[src/rtl/sisc_pkg.sv]
// sisc_pkg: shared definitions for the SISC instruction-fetch slice.
// Holds the default widths and reset PC, the fetch FSM state encoding,
// and the pc_sel/br_sel encodings that ctrl also drives.
package sisc_pkg;

    localparam int          SISC_PC_W   = 16;
    localparam int          SISC_IR_W   = 32;
    localparam logic [15:0] SISC_RST_PC = 16'h0000;

    // Fetch FSM: IDLE waits for a fetch request, REQ holds the memory
    // request until the memory acknowledges it.
    typedef enum logic {
        IDLE = 1'b0,
        REQ  = 1'b1
    } fetch_state_t;

    // Next-PC source select.
    localparam logic PC_SEL_INC = 1'b0;
    localparam logic PC_SEL_BR  = 1'b1;

    // Branch target mode.
    localparam logic BR_SEL_REL = 1'b0;
    localparam logic BR_SEL_ABS = 1'b1;

endpackage

[src/rtl/sisc_pc.sv]
// sisc_pc: program counter register, incrementer and next-PC mux.
// Ports:
//   clk, rst_f       - clock, asynchronous active-low reset
//   pc_rst           - synchronous clear to RST_PC (highest priority)
//   pc_write         - load the selected next PC this edge
//   pc_sel, br_sel   - next-PC source and branch mode
//   br_imm           - branch offset or absolute address
//   pc_out           - current PC
//   pc_inc           - pc_out + 1, wrapping
//   pc_new           - value the PC takes at the coming edge
import sisc_pkg::*;

module sisc_pc #(
    parameter int              PC_W   = SISC_PC_W,
    parameter logic [PC_W-1:0] RST_PC = PC_W'(SISC_RST_PC)
) (
    input  logic            clk,
    input  logic            rst_f,
    input  logic            pc_rst,
    input  logic            pc_write,
    input  logic            pc_sel,
    input  logic            br_sel,
    input  logic [PC_W-1:0] br_imm,
    output logic [PC_W-1:0] pc_out,
    output logic [PC_W-1:0] pc_inc,
    output logic [PC_W-1:0] pc_new
);

    logic [PC_W-1:0] br_target;
    logic [PC_W-1:0] next_pc;

    // All arithmetic is PC_W wide so carries out of the top bit are dropped.
    assign pc_inc    = pc_out + PC_W'(1);
    assign br_target = (br_sel == BR_SEL_ABS) ? br_imm : (pc_inc + br_imm);
    assign next_pc   = (pc_sel == PC_SEL_BR) ? br_target : pc_inc;

    // pc_new is exported so the fetch unit can latch the post-edge PC when
    // a fetch is requested on the same edge as a PC update.
    assign pc_new = pc_rst   ? RST_PC  :
                    pc_write ? next_pc :
                               pc_out;

    always_ff @(posedge clk or negedge rst_f) begin
        if (!rst_f) begin
            pc_out <= RST_PC;
        end else begin
            pc_out <= pc_new;
        end
    end

endmodule

[src/rtl/sisc_ifetch.sv]
// sisc_ifetch: instruction-fetch stage feeding the SISC datapath.
// Ports:
//   clk, rst_f                  - clock, asynchronous active-low reset
//   pc_rst, pc_write            - PC clear / commit strobes from ctrl
//   pc_sel, br_sel, br_imm      - next-PC selection from ctrl
//   fetch_req                   - start a fetch at the current PC
//   imem_req, imem_addr         - memory request and registered address
//   imem_ack, imem_rdata        - memory acknowledge and returned word
//   ir, ir_valid                - instruction register and its valid flag
//   fetch_busy                  - a fetch is in flight
//   pc_out, pc_inc              - current PC and its increment
import sisc_pkg::*;

module sisc_ifetch #(
    parameter int              PC_W   = SISC_PC_W,
    parameter int              IR_W   = SISC_IR_W,
    parameter logic [PC_W-1:0] RST_PC = PC_W'(SISC_RST_PC)
) (
    input  logic            clk,
    input  logic            rst_f,
    input  logic            pc_rst,
    input  logic            pc_write,
    input  logic            pc_sel,
    input  logic            br_sel,
    input  logic [PC_W-1:0] br_imm,
    input  logic            fetch_req,
    output logic            imem_req,
    output logic [PC_W-1:0] imem_addr,
    input  logic            imem_ack,
    input  logic [IR_W-1:0] imem_rdata,
    output logic [IR_W-1:0] ir,
    output logic            ir_valid,
    output logic            fetch_busy,
    output logic [PC_W-1:0] pc_out,
    output logic [PC_W-1:0] pc_inc
);

    fetch_state_t    state;
    fetch_state_t    next_state;
    logic [PC_W-1:0] pc_new;
    logic            discard;
    logic            flush;

    sisc_pc #(
        .PC_W   (PC_W),
        .RST_PC (RST_PC)
    ) u_pc (
        .clk      (clk),
        .rst_f    (rst_f),
        .pc_rst   (pc_rst),
        .pc_write (pc_write),
        .pc_sel   (pc_sel),
        .br_sel   (br_sel),
        .br_imm   (br_imm),
        .pc_out   (pc_out),
        .pc_inc   (pc_inc),
        .pc_new   (pc_new)
    );

    // Any PC change invalidates whatever instruction is held or in flight.
    assign flush = pc_write | pc_rst;

    // Request and busy come straight from the state register, so an
    // asynchronous reset drops them immediately.
    assign imem_req   = (state == REQ);
    assign fetch_busy = (state == REQ);

    always_ff @(posedge clk or negedge rst_f) begin
        if (!rst_f) begin
            state <= IDLE;
        end else begin
            state <= next_state;
        end
    end

    always_comb begin
        next_state = state;
        case (state)
            IDLE:    if (fetch_req) next_state = REQ;
            REQ:     if (imem_ack)  next_state = IDLE;
            default: next_state = IDLE;
        endcase
    end

    // Address, discard flag and IR. A flush during REQ cannot abort the
    // memory handshake, so it only marks the returning word for dropping;
    // a flush on the very edge of the ack drops that word as well.
    always_ff @(posedge clk or negedge rst_f) begin
        if (!rst_f) begin
            imem_addr <= '0;
            discard   <= 1'b0;
            ir        <= '0;
            ir_valid  <= 1'b0;
        end else begin
            case (state)
                IDLE: begin
                    if (fetch_req) begin
                        imem_addr <= pc_new;
                        ir_valid  <= 1'b0;
                        discard   <= 1'b0;
                    end else if (flush) begin
                        ir_valid  <= 1'b0;
                    end
                end
                REQ: begin
                    if (imem_ack) begin
                        discard <= 1'b0;
                        if (!(discard || flush)) begin
                            ir       <= imem_rdata;
                            ir_valid <= 1'b1;
                        end
                    end else if (flush) begin
                        discard <= 1'b1;
                    end
                end
                default: begin
                    discard <= 1'b0;
                end
            endcase
            if (pc_rst) begin
                ir <= '0;
            end
        end
    end

endmodule

[config.mk]
export PLATFORM = sky130hd
export DESIGN_NAME = sisc_ifetch
export DESIGN_NICKNAME = d
export VERILOG_FILES = /design/src/rtl/sisc_pkg.sv /design/src/rtl/sisc_pc.sv /design/src/rtl/sisc_ifetch.sv
export SDC_FILE = /design/constraint.sdc
export NUM_CORES = 1
export LEC_CHECK = 0
export BUFFER_PORTS_ARGS = -buffer_cell sky130_fd_sc_hd__buf_4
export CORE_MARGIN = 1.5
export CORE_UTILIZATION = 48
export DETAILED_ROUTE_END_ITERATION = 7
export GPL_TIMING_DRIVEN = 0
export PLACE_DENSITY = 0.85
export SLEW_MARGIN = 0
export SYNTH_ARGS = -nofsm -noshare
export SYNTH_HDL_FRONTEND = slang
export SYNTH_SLANG_ARGS = --single-unit
[constraint.sdc]
create_clock -name clk -period 5.8 [get_ports clk]
set_clock_uncertainty 0.1 [all_clocks]
set_input_delay 0.29 -clock clk [delete_from_list [all_inputs] [get_ports clk]]
set_output_delay 0.29 -clock clk [all_outputs]
set_load 0.02 [all_outputs]
==> results of run 1 <==
power by group through the flow:
| stage | registers (mW) | logic [mW] | clock network, mW |
|---|---|---|---|
| floorplan | 0.585 | 0.189 | 0 |
| global placement | 0.543 | 0.392 | 0 |
| detailed placement | 0.545 | 0.401 | 0 |
| CTS | 0.537 | 0.403 | 0.358 |
| global route | 0.542 | 0.440 | 0.380 |
| finish | 0.538 | 0.404 | 0.350 |
metal layers:
layer	GRT usage	routed length (um)	up-vias
met5	0	0	-
met1	0.344	5250	2023
met3	0.0676	1200	14
met4	0.0758	181	0
li1	-	-	2045
met2	0.450	6040	227
cell usage after synthesis, types with 5 or more instances:
cell and count:
sky130_fd_sc_hd__and3_1 5, sky130_fd_sc_hd__a31oi_1 7, sky130_fd_sc_hd__inv_1 14, sky130_fd_sc_hd__xor2_1 8, sky130_fd_sc_hd__o31ai_1 12, sky130_fd_sc_hd__a21o_1 6, sky130_fd_sc_hd__a211oi_1 7, sky130_fd_sc_hd__nor3_1 5
sky130_fd_sc_hd__nor2_1 28, sky130_fd_sc_hd__mux2_2 8, sky130_fd_sc_hd__o21ai_0 25, sky130_fd_sc_hd__nand3b_1 34, sky130_fd_sc_hd__nand2b_1 7, sky130_fd_sc_hd__clkbuf_1 25, sky130_fd_sc_hd__nand2_1 98, sky130_fd_sc_hd__a21oi_1 28
sky130_fd_sc_hd__nand3_1 14, sky130_fd_sc_hd__ha_1 19, sky130_fd_sc_hd__dfrtp_1 67, sky130_fd_sc_hd__xnor2_1 13
what timing repair did:
item                                   CTS  global route
setup buffers                            0             0
hold buffers                             1             0
endpoints found under the hold margin   67             0
gates resized for setup                  0             0
flip-flops by register name, summed over array words and instances, names as in the netlist:
name / count
ir: 32
u_pc.pc_out: 16
discard: 1
fetch_busy: 1
imem_addr: 16
ir_valid: 1
kinds of logic after synthesis:
group,count (synthesis),share of synthesized area
and+or+nand+nor,214,0.257
AOI/OAI and AO/OA,115,0.177
DFF,67,0.391
buffers and inverters,46,0.0420
xor gates and xnor gates,21,0.0429
adders and majority gates,20,0.0601
muxes,12,0.0303
final cells by class:
class | count | share of cell area
buffer | 32 | 0.0226
multi-input combinational | 382 | 0.431
clock inverter | 4 | 0.00443
timing repair buffer | 138 | 0.184
tap | 108 | 0.0239
sequential | 67 | 0.297
clock buffer | 12 | 0.0275
inverter | 14 | 0.00931
worst max path at each step:
stage / startpoint / endpoint / slack [ns] / cells past startpoint
floorplan: u_pc.pc_out[3] / imem_addr[15] / 2.11 / 13
global placement: u_pc.pc_out[3] / imem_addr[15] / 1.96 / 13
detailed placement: u_pc.pc_out[3] / imem_addr[15] / 1.97 / 13
CTS: u_pc.pc_out[3] / imem_addr[15] / 1.92 / 13
global route: u_pc.pc_out[3] / imem_addr[15] / 1.53 / 13
finish: u_pc.pc_out[3] / imem_addr[15] / 1.88 / 13
worst min-delay path: cells and delay by family:
kind | cells | cell delay (ns)
buffers and inverters | 1 | 0.07
AND/OR/NAND/NOR | 2 | 0.08
==> results.md, run 1 <==
- The flow ran to the end, and the final reports show no timing, DRC or antenna violations.
- Of the cells placed in the final design, the portion with a size suffix greater than 1 is 0.265.
- The maximum number of pins on one net before global-route repair is 68.
- The first TritonRoute pass finished after 4 iterations.
- The final total power is 1.29 mW.
- The count of endpoints failing hold in the final timing report came to 0.
- Yosys printed 0 warnings.
- The root buffer cell chosen for the clock tree is sky130_fd_sc_hd__clkbuf_8.
- Setup total negative slack on the finished layout was measured at 0 ns.
- The number of distinct library cells after synthesis is 55.
- The count of buffers added on input and output ports is 137.
- The effective utilization at floorplan is 0.495.
- By area the synthesized netlist is led by sky130_fd_sc_hd__dfrtp_1 39%, sky130_fd_sc_hd__nand2_1 8.6%, sky130_fd_sc_hd__nand3b_1 5.9%.
- The floorplan step defined a die boundary enclosing around 9500 sq um.
- The kind of launch point of the worst setup path is a flop.
- Across the VDD grid, the largest voltage drop is about 220 uV.
- The count of inserted antenna diode cells is 0.
- The count of non-filler cells in the finished layout is 757.
- The first routing iteration left 247 violations.
- The reported max-cap violation count is 0.
- For this run, the register share of the synthesized area comes to 0.391.
- The area added between synthesis and finish is 31.5%.
- The number of antenna violations at the first check in global routing is 0.
- The hold slack is 0.0377 ns.
- The vertical die dimension is slightly below 100 um.
- Clock-pin slew was measured on the worst setup and hold paths at ~0.07 ns.
- The number of setup violations in the final report is 0.
- In this run the critical register-to-register path is captured at imem_addr[15].
- The number of flops mapped to enable cells by yosys is 0.
- The layout has 744 filler cells.
- The share of synthesized area in the top cell type comes to 0.391.
- Counting both buffers and inverters, the worst setup path holds a total of 2.
- Traced cell by cell, the critical path runs through buf_2 > nand4_4 > nor4_1 > xor2_1 > ha_1 > clkbuf_1 > nand2_1 > o21ai_0 > a211oi_1 > a211oi_1 > mux2_2 > mux2i_1 > o31ai_1.
- The family with the most delay on the worst path is simple AND/OR/NAND/NOR gates.
- Of the total power, the share spent switching nets is 0.337.
- In the global route stage, overall resource usage came out at 0.268.
- The area used by sequential logic in the layout is 1680 sq um.
- The reg-to-reg startpoint is u_pc.pc_out[3].
- The class of the most critical setup path is reg -> reg.
- The worst reg-to-reg path cell count is 13.
- The worst hold path terminates at ir[19].
- STA classifies the critical path endpoint as a flop.
- The tightest min-delay check is of the in -> reg type.
- Of all flip-flops after synthesis, the portion carrying an async set or reset was 1.00.
- Global routing finished with a remaining overflow of 0.
- Routability-driven placement finished with a final weighted congestion of 0.951.
- The clock network power share is 0.271.
- The final number of max-transition violations was 0.
- The smallest setup slack after layout is between 1.5 and 2 ns.
- Counting along the longest clock path gives a buffer depth of 2.
- The final design utilization is 0.651.
- The worst pin sits at a relative slew slack of 0.438.
- The highest cell delay on the worst timing path is ~0.64 ns.
- The worst-path maximum fanout is 7.
- The global-route wire length before repair is roughly 21000 um.
- In this run the standard cell core region covers 8680 sq um.
- In the routed layout, each cell is associated on average with a via count of between 5 and 6.
- The slew at the pin with the worst max-slew slack is 0.843 ns.
- The deepest level of the CTS H-tree is 3.
- Summed over all layers, the routed wires come to between 10000 and 15000 um.
- The internal power summed over all cells is 855 uW.
- Dividing the detail-routed wire length by the instance count gives around 17 um.
- The count of nets left with antenna violations after detail routing is 0.
- For the worst-skew pair, the clock arrives at the later sink with an insertion delay of 0.33 ns.
- The depth of the worst hold-timing path is 3.
- At the worst endpoint, the arrival time is 4.06 ns.
- The final design area excluding fillers is around 5600 sq um.
- In the final layout, the multi-input gates occupy about 2400 sq um.
- The leakage power is just under 3 nW.
- Power spread over the standard cell area amounts to 229 nW/um^2.
- 139 I/O pins were placed.
- In this run the most critical hold path is launched from imem_rdata[19].
- The post-placement cell area is 5460 sq um.
- The width of the chip is 97.6 um.
- Counting flops and latches in the post-synthesis netlist gives 67.
- Setup slack on the worst reg-to-reg path comes out at between 1.5 and 2 ns.
- The net switching power of the design is 436 uW.
- The net count after synthesis is about 570.
- At the worst endpoint, the required time is 5.94 ns.
- The clock drives 67 sinks.
- For this run, design rule violations remaining after detail routing come to 0.
- In this run, CTS created clock tree buffers numbering 9.
- Among all stages on the critical path, the largest delay is contributed by sky130_fd_sc_hd__nor4_1.
- The library cells used most frequently in the layout, excluding fill and tap cells, are 138 x sky130_fd_sc_hd__buf_4, 98 x sky130_fd_sc_hd__nand2_1, 67 x sky130_fd_sc_hd__dfrtp_1.
- Setup repair after global routing left no endpoint under its margin.
- The pre-CTS worst setup slack is 1.97 ns.
- The mean instance size in the synthesized netlist is 8.67 sq um.
- The library cell with the largest summed area after synthesis is sky130_fd_sc_hd__dfrtp_1.
- Including well taps, the total number of placed cells is 740.
- Detailed placement ended at an HPWL of 9660 um.
- In the finished design, the share of the clock period the worst path needs comes to 0.675.
- The most used flip-flop cell after synthesis is sky130_fd_sc_hd__dfrtp_1.
- Among the stages of the critical path, the cell type that occurs most often is sky130_fd_sc_hd__a211oi_1.
- Summing every instance area after synthesis gives 4290 sq um.
- The count of standard-cell rows is 34.
- The clock period minus final worst setup slack is 3.92 ns.
- Of the total power, combinational logic draws 0.313.
- The final layout contains 720 nets.
- The via count of the first global-routing pass was 4291.
- Timing would allow up to 0.255 GHz.
- The fraction of power consumed by sequential logic is 0.417.
- The total number of vias is roughly 4.3k.
- Counting every instance in the synthesized netlist gives 495.
- Leaving out fill and tap cells, the most frequent cell in the layout is sky130_fd_sc_hd__buf_4.
- The CTS tree is done.
Note: power is estimated with default switching activity, not from simulation.
==> run 2: changes to the inputs <==
- CORE_UTILIZATION: 48 -> 47
- PLACE_DENSITY: 0.85 -> 0.87
- clock period: 5.8 -> 3.5 ns (I/O delays scaled with it)
==> results.md, run 2 (synthesis results as in run 1) <==
- The data arrival time at the worst-slack endpoint is 3.48 ns.
- Data on the critical path is required at its endpoint by 3.64 ns.
- Relative to the synthesized area, the layout overhead comes to 43.1%.
- The internal power summed over all cells is 1.46 mW.
- The first detailed-routing pass ran for 5 iterations.
- The die is 98.6 um wide.
- The register with the most flip-flops in the layout has 32 of them.
- Dividing the detail-routed wire length by the instance count gives around 17 um.
- The CTS tree is done.
- The via count of the first global-routing pass came to 4522.
- Traced cell by cell, the critical path runs through ha_4 > nand2_2 > nor2_2 > xor2_2 > ha_2 > a21o_1 > a21o_1 > a221oi_2 > a21oi_1 > and3_1 > o32a_1 > o31ai_1.
- The number of antenna violations at the first check in global routing is 0.
- The final design area excluding fillers is 6140 sq um.
- The largest registers in the layout are ir: 32 flops, imem_addr: 16 flops, u_pc.pc_out: 16 flops.
- Row generation in the floorplan step produced 34 rows.
- The leakage power is 3.09 nW.
- The worst register-to-register path begins at u_pc.pc_out[0].
- Timing would allow up to 0.300 GHz.
- Overall power consumption after layout is estimated at 2.21 mW.
- Clock-pin slew was measured on the worst setup and hold paths at 0.08 ns.
- The worst IR drop on VDD is ~270 uV.
- The worst-path cell with the longest stage delay is sky130_fd_sc_hd__dfrtp_2.
- The hold slack is 0.0198 ns.
- The share of total power dissipated in combinational logic is 0.326.
- The initial utilization of the core area, before any placement, comes to 0.490.
- The number of buffers added by the clock tree synthesis step is 9.
- The top cell types in the final layout, fill and taps aside, are 142 x sky130_fd_sc_hd__buf_4, 97 x sky130_fd_sc_hd__nand2_1, 65 x sky130_fd_sc_hd__dfrtp_1.
- Counting the fill cells in the layout gives 648.
- In this run the worst hold path is classified as in -> reg.
- The fraction of power consumed by sequential logic is 0.405.
- The buffer levels on the longest clock path is 2.
- The depth of the worst hold-timing path is 3.
- Entering global routing, the biggest net connects 68 pins.
- In the global route stage, overall resource usage came out at 0.285.
- Input and output buffers added on the ports amount to ~140.
- The busiest metal layer after global routing is met2.
- The met3 track demand over resource is 0.0617.
- The library cell used most frequently in the layout, excluding fill and tap cells, is sky130_fd_sc_hd__buf_4.
- The clock network power share is 0.269.
- The deepest level of the CTS H-tree is 3.
- The count of inserted antenna diode cells is 0.
- The number of setup violations in the final report is 0.
- During I/O placement, the number of pins put on the boundary was 139.
- In this run the worst path has a maximum fanout of 7.
- Counting cells, the worst reg-to-reg path comes to 12.
- Clock tree synthesis found a total of 67 sinks.
- The detailed-route DRC error count is 0.
- The highest cell delay on the worst timing path is 0.45 ns.
- The clock period minus final worst setup slack is 3.34 ns.
- The final number of max-transition violations is 0.
- Clock latency on the worst-skew pair, taken at its later pin, is around 0.34 ns.
- By instance count, the cell type seen most on the critical path is sky130_fd_sc_hd__a21o_1.
- The total number of vias is 4491.
- The tightest slew margin relative to the limit is 0.455.
- The worst register-to-register path ends at imem_addr[13].
- The count of nets left with antenna violations after detail routing is 0.
- The post-placement cell area is ~5500 sq um.
- The HPWL after detailed placement is around 10000 um.
- The floorplan step defined a core boundary enclosing 8760 sq um.
- The final design utilization is 0.701.
- The net total in the final layout is approximately 750.
- At the pin with the least slew margin, the transition time is 0.818 ns.
- The flow ran to the end, and the final reports show no timing, DRC or antenna violations.
- The die outline area is 9710 sq um.
- From bottom edge to top edge, the die measures 98.6 um.
- The first global-routing pass estimated around 22000 um of wire.
- The count of endpoints failing hold in the final timing report is 0.
- Power spread over the standard cell area amounts to around 360 nW/um^2.
- The fraction of layout instances using a drive strength above 1 is 0.291.
- The critical path is of the reg -> reg type.
- The detailed router finished its first iteration with a little over 200 violations.
- In the global route stage, met2 resource usage came out at 0.474.
- The area used by sequential logic in the layout is 1680 sq um.
- The final layout contains routed wiring with a total length of roughly 14000 um.
- The global-route track usage on met1 is 0.362.
- The number of vias per cell is 5.68.
- The cell at the root of the clock tree is sky130_fd_sc_hd__clkbuf_8.
- The global placement routability congestion is roughly 0.94.
- The portion of the clock cycle consumed by the worst path in the final layout is 0.954.
- The analysis attributes to net switching a power of around 760 uW.
- The type of element capturing the critical path is a flop.
- The worst hold path terminates at fetch_busy.
- Summed over all layers, the global routing overflow is 0.
- The worst-case register-to-register setup slack is 0.16 ns.
- Of the total power, the share spent switching nets is 0.342.
- The startpoint identified for the worst hold timing path is fetch_req.
- In the final layout, the multi-input gates occupy 2570 sq um.
- The kind of launch point of the worst setup path is a flop.
- The top register by number of flip-flops is ir.
- Max-cap violations in this run came to 0.
[run 2: cell types whose count changed in the layout (fill, tap and decap cells not counted), sizes merged]
cell,change
clkbuf,-4
dlygate4sd3,+33
clkinv,+1
buf,+4
[run 2: repair_timing]
action	CTS	global route
resized for setup	4	21
endpoints found under the setup margin	4	7
hold buffers	34	0
setup buffers	2	2
pin swaps	3	2
endpoints found under the hold margin	101	0
[run 2: worst max path at each step]
stage               cells past startpoint            from            end
floorplan                              13  u_pc.pc_out[1]  imem_addr[15]
global placement                       13  u_pc.pc_out[1]  imem_addr[15]
detailed placement                     13  u_pc.pc_out[1]  imem_addr[15]
CTS                                    13  u_pc.pc_out[3]  imem_addr[15]
global route                           13  u_pc.pc_out[3]  imem_addr[13]
finish                                 12  u_pc.pc_out[0]  imem_addr[13]
[run 2: layout make-up]
| cell class | count | area share |
|---|---|---|
| multi-input combinational | 382 | 0.418 |
| inverter | 14 | 0.00856 |
| clock buffer | 11 | 0.0247 |
| tap | 108 | 0.0220 |
| buffer | 29 | 0.0190 |
| clock inverter | 5 | 0.00611 |
| sequential | 67 | 0.273 |
| timing repair buffer | 175 | 0.228 |
[run 2: power groups by stage]
stage	Clock [mW]	Combinational (mW)	Sequential [mW]
floorplan	0	0.315	0.970
global placement	0	0.653	0.902
detailed placement	0	0.667	0.905
CTS	0.612	0.700	0.893
global route	0.645	0.779	0.904
finish	0.596	0.722	0.896
[run 2: per-stage QoR]
step / std cells / TNS, ns / setup WS (ns)
after global routing: 791 / -0.0173 / -0.0173
after CTS: 789 / 0 / 0.00322
after detailed placement: 740 / -0.434 / -0.207
final: 791 / 0 / 0.162
after floorplan: 495 / 0 / 0.0220
after global placement: 740 / -0.295 / -0.186
[run 2: worst max-delay path, delay by kind of cell (launching register included)]
kind / cells / cell delay, ns
adders and majority gates: 2 / 0.55
DFF: 1 / 0.45
xor gates and xnor gates: 1 / 0.22
AOI/OAI and AO/OA: 6 / 1.45
and+or+nand+nor: 3 / 0.46
[run 2: metal layers]
metal,routed length [um],part of all wire
met5,0,0
met4,369,0.027
met3,1110,0.081
met2,6600,0.48
met1,5610,0.41
==> run 3: changes to the inputs <==
--- a/constraint.sdc
+++ b/constraint.sdc
@@ -4,2 +4,2 @@
 set_output_delay 0.175 -clock clk [all_outputs]
-set_load 0.02 [all_outputs]
+set_load 0.005 [all_outputs]
==> results.md, run 3 (synthesis results as in run 1) <==
- The final number of max-transition violations was 0.
- The library cell used most frequently in the layout, excluding fill and tap cells, is sky130_fd_sc_hd__buf_4.
- The number of buffers added by the clock tree synthesis step is 9.
- The number of flip-flops in the largest register is 32.
- The net switching power of the design is 666 uW.
- The deepest level of the CTS H-tree is 3.
- The register with the most flip-flops in the final layout is ir.
- The share of total power dissipated in sequential elements is 0.400.
- The first detailed-routing pass took 5 iterations.
- Final hold analysis gives a worst-case slack of 0.0455 ns.
- The count of input and output buffers is 137.
- Row generation in the floorplan step produced 34 rows.
- The CTS tree is done.
- The cell area power density is 361 nW/um^2.
- Data on the critical path is required at its endpoint by 3.64 ns.
- The smallest setup slack after layout is 0.110 ns.
- The kind of cell with the highest combined delay along the critical path is compound AO/OA/AOI/OAI gates.
- The number of inserted filler cells in the final layout is slightly above 600.
- The leakage power is 3.14 nW.
- Global routing finished with a remaining overflow of 0.
- The worst-path maximum fanout is 7.
- The accumulated negative setup slack is 0 ns.
- The clock passes through at most 2 buffers.
- The net total in the final layout is 756.
- Of the total power, the share spent switching nets is 0.297.
- The HPWL after detailed placement is 9770 um.
- The via count of the first global-routing pass is 4667.
- For this run, the total global-route usage over all layers was measured as 0.291.
- From synthesis to final layout, the design area changed by 44.6%.
- The global-route wire length before repair is 22800 um.
- The clock reaches the later pin of the worst-skew pair after around 0.33 ns.
- The core region is 8760 sq um.
- For this design the top-level I/O count stands at roughly 140.
- In this run the horizontal extent of the chip is 98.6 um.
- The global placement routability congestion is 1.01.
- The count of inserted antenna diode cells is 0.
- The first routing iteration left 331 violations.
- Internal power comes to about 1.6 mW.
- STA classifies the critical path endpoint as a flop.
- The largest individual stage delay along the critical path comes from the cell sky130_fd_sc_hd__dfrtp_2.
- Across the VDD grid, the largest voltage drop is ~290 uV.
- Setup violations remaining at the end of the flow were counted as 0.
- Headroom to the max-slew limit came out at 0.446.
- The count of nets left with antenna violations once routing finished came out at 0.
- The final total power is around 2.2 mW.
- The tightest min-delay check is of the in -> reg type.
- For the pin with the worst max-slew slack, the measured transition is between 0.8 and 0.9 ns.
- For this configuration, the core starts out at a cell density of 0.490.
- The class of the most critical setup path is reg -> reg.
- In the layout the commonest cells are 144 x sky130_fd_sc_hd__buf_4, 97 x sky130_fd_sc_hd__nand2_1, 66 x sky130_fd_sc_hd__dfrtp_1.
- In the final layout, the share of cells above drive strength 1 is 0.293.
- The maximum clock frequency is around 0.3 GHz.
- The die is 98.6 um tall.
- Across the run, the number of max-cap violations was 0.
- The critical path contains buffers and inverters numbering 0 combined.
- The highest cell delay on the worst timing path is 0.43 ns.
- After detailed routing, the total wire length is 14100 um.
- After detailed routing, the average wire length per cell comes to 17.8 um.
- The pre-CTS worst setup slack is -0.404 ns.
- Dividing the final minimum period by the clock period gives 0.968.
- The routed layout has ~4.7k vias.
- The clock sink count is 67.
- The smallest clock period supported by the final layout is computed as around 3.4 ns.
- The largest registers in the layout are ir: 32 flops, imem_addr: 16 flops, u_pc.pc_out: 16 flops.
- After detailed routing, the number of vias per cell comes to between 5 and 6.
- The number of antenna violations at the first check in global routing is 0.
- The relative contribution of combinational cells to total power is 0.282.
- The share of total power dissipated in the clock network is 0.318.
- CTS placed an instance of sky130_fd_sc_hd__clkbuf_8 at the clock tree root.
- The maximum number of pins on one net before global-route repair is 68.
- The clock-pin slew of the registers on the worst-case setup and hold paths is 0.08 ns.
- STA classifies the critical path startpoint as a flop.
- After detailed routing, the number of remaining DRC violations is 0.
- The critical path goes through ha_2 > nand2_2 > nor2_2 > xor2_2 > ha_2 > a21o_1 > a21o_1 > a221oi_4 > a21boi_0 > o311a_1 > a2bb2oi_1 > o31ai_1.
- At the worst endpoint, the arrival time is 3.53 ns.
- The run finished with clean final reports.
- The floorplan step defined a die boundary enclosing 9710 sq um.
- The count of endpoints failing hold in the final timing report is 0.
==> run 3: power by group through the flow <==
stage / Combinational, mW / Clock [mW] / Sequential, mW
2_1_floorplan: 0.294 / 0 / 0.898
3_3_place_gp: 0.547 / 0 / 0.903
3_5_place_dp: 0.570 / 0 / 0.905
4_1_cts: 0.605 / 0.729 / 0.892
5_1_grt: 0.688 / 0.766 / 0.903
6_report: 0.632 / 0.713 / 0.897
==> run 3: worst register-to-register path, cell delays in order, from the launching register on <==
cell	delay [ns]
sky130_fd_sc_hd__dfrtp_2	0.43
sky130_fd_sc_hd__ha_2	0.26
sky130_fd_sc_hd__nand2_2	0.14
sky130_fd_sc_hd__nor2_2	0.16
sky130_fd_sc_hd__xor2_2	0.18
sky130_fd_sc_hd__ha_2	0.34
sky130_fd_sc_hd__a21o_1	0.20
sky130_fd_sc_hd__a21o_1	0.21
sky130_fd_sc_hd__a221oi_4	0.34
sky130_fd_sc_hd__a21boi_0	0.15
sky130_fd_sc_hd__o311a_1	0.35
sky130_fd_sc_hd__a2bb2oi_1	0.18
sky130_fd_sc_hd__o31ai_1	0.25
==> run 3: layout make-up <==
type | instances | area [sq um] | share of cell area
buffer | 29 | 119 | 0.0191
tap | 108 | 135 | 0.0218
inverter | 14 | 52.6 | 0.00847
clock buffer | 10 | 138 | 0.0222
sequential | 67 | 1680 | 0.270
multi-input combinational | 382 | 2580 | 0.416
timing repair buffer | 177 | 1410 | 0.228
clock inverter | 6 | 88.8 | 0.0143
==> run 3: path summary, 6_finish.rpt <==
check | start | to | slack, ns | cells past startpoint
min in group asynchronous | rst_f | ir[17] | 0.38 | 2
setup / recovery | u_pc.pc_out[1] | imem_addr[9] | 0.11 | 12
setup reg to reg | u_pc.pc_out[1] | imem_addr[9] | 0.11 | 12
hold reg to reg | discard | discard | 0.38 | 2
max in group asynchronous | rst_f | u_pc.pc_out[1] | 2.32 | 2
hold / removal | fetch_req | ir_valid | 0.05 | 3
==> run 3: layer usage <==
metal  share of wire  up-vias  track usage
met5               0        -            0
met4           0.028        0        0.105
met3           0.095       35       0.0624
met2            0.49      271        0.496
met1            0.38     2223        0.365
li1                -     2124            -
==> run 3: timing repair <==
item                       CTS  global route
setup buffers                1             5
hold buffers                34             0
hold endpoints to repair   101             0
resized for setup            8            23
gates cloned                 0             0
setup endpoints to repair    4             9
pin swaps                    2             3
==> run 3: stage by stage <==
step,utilization,cell area [sq um],instances
2_1_floorplan,-,4290,495
3_3_place_gp,0.623,5460,740
3_5_place_dp,0.623,5460,740
4_1_cts,0.692,6060,789
5_1_grt,0.708,6210,793
6_report,0.708,6210,793
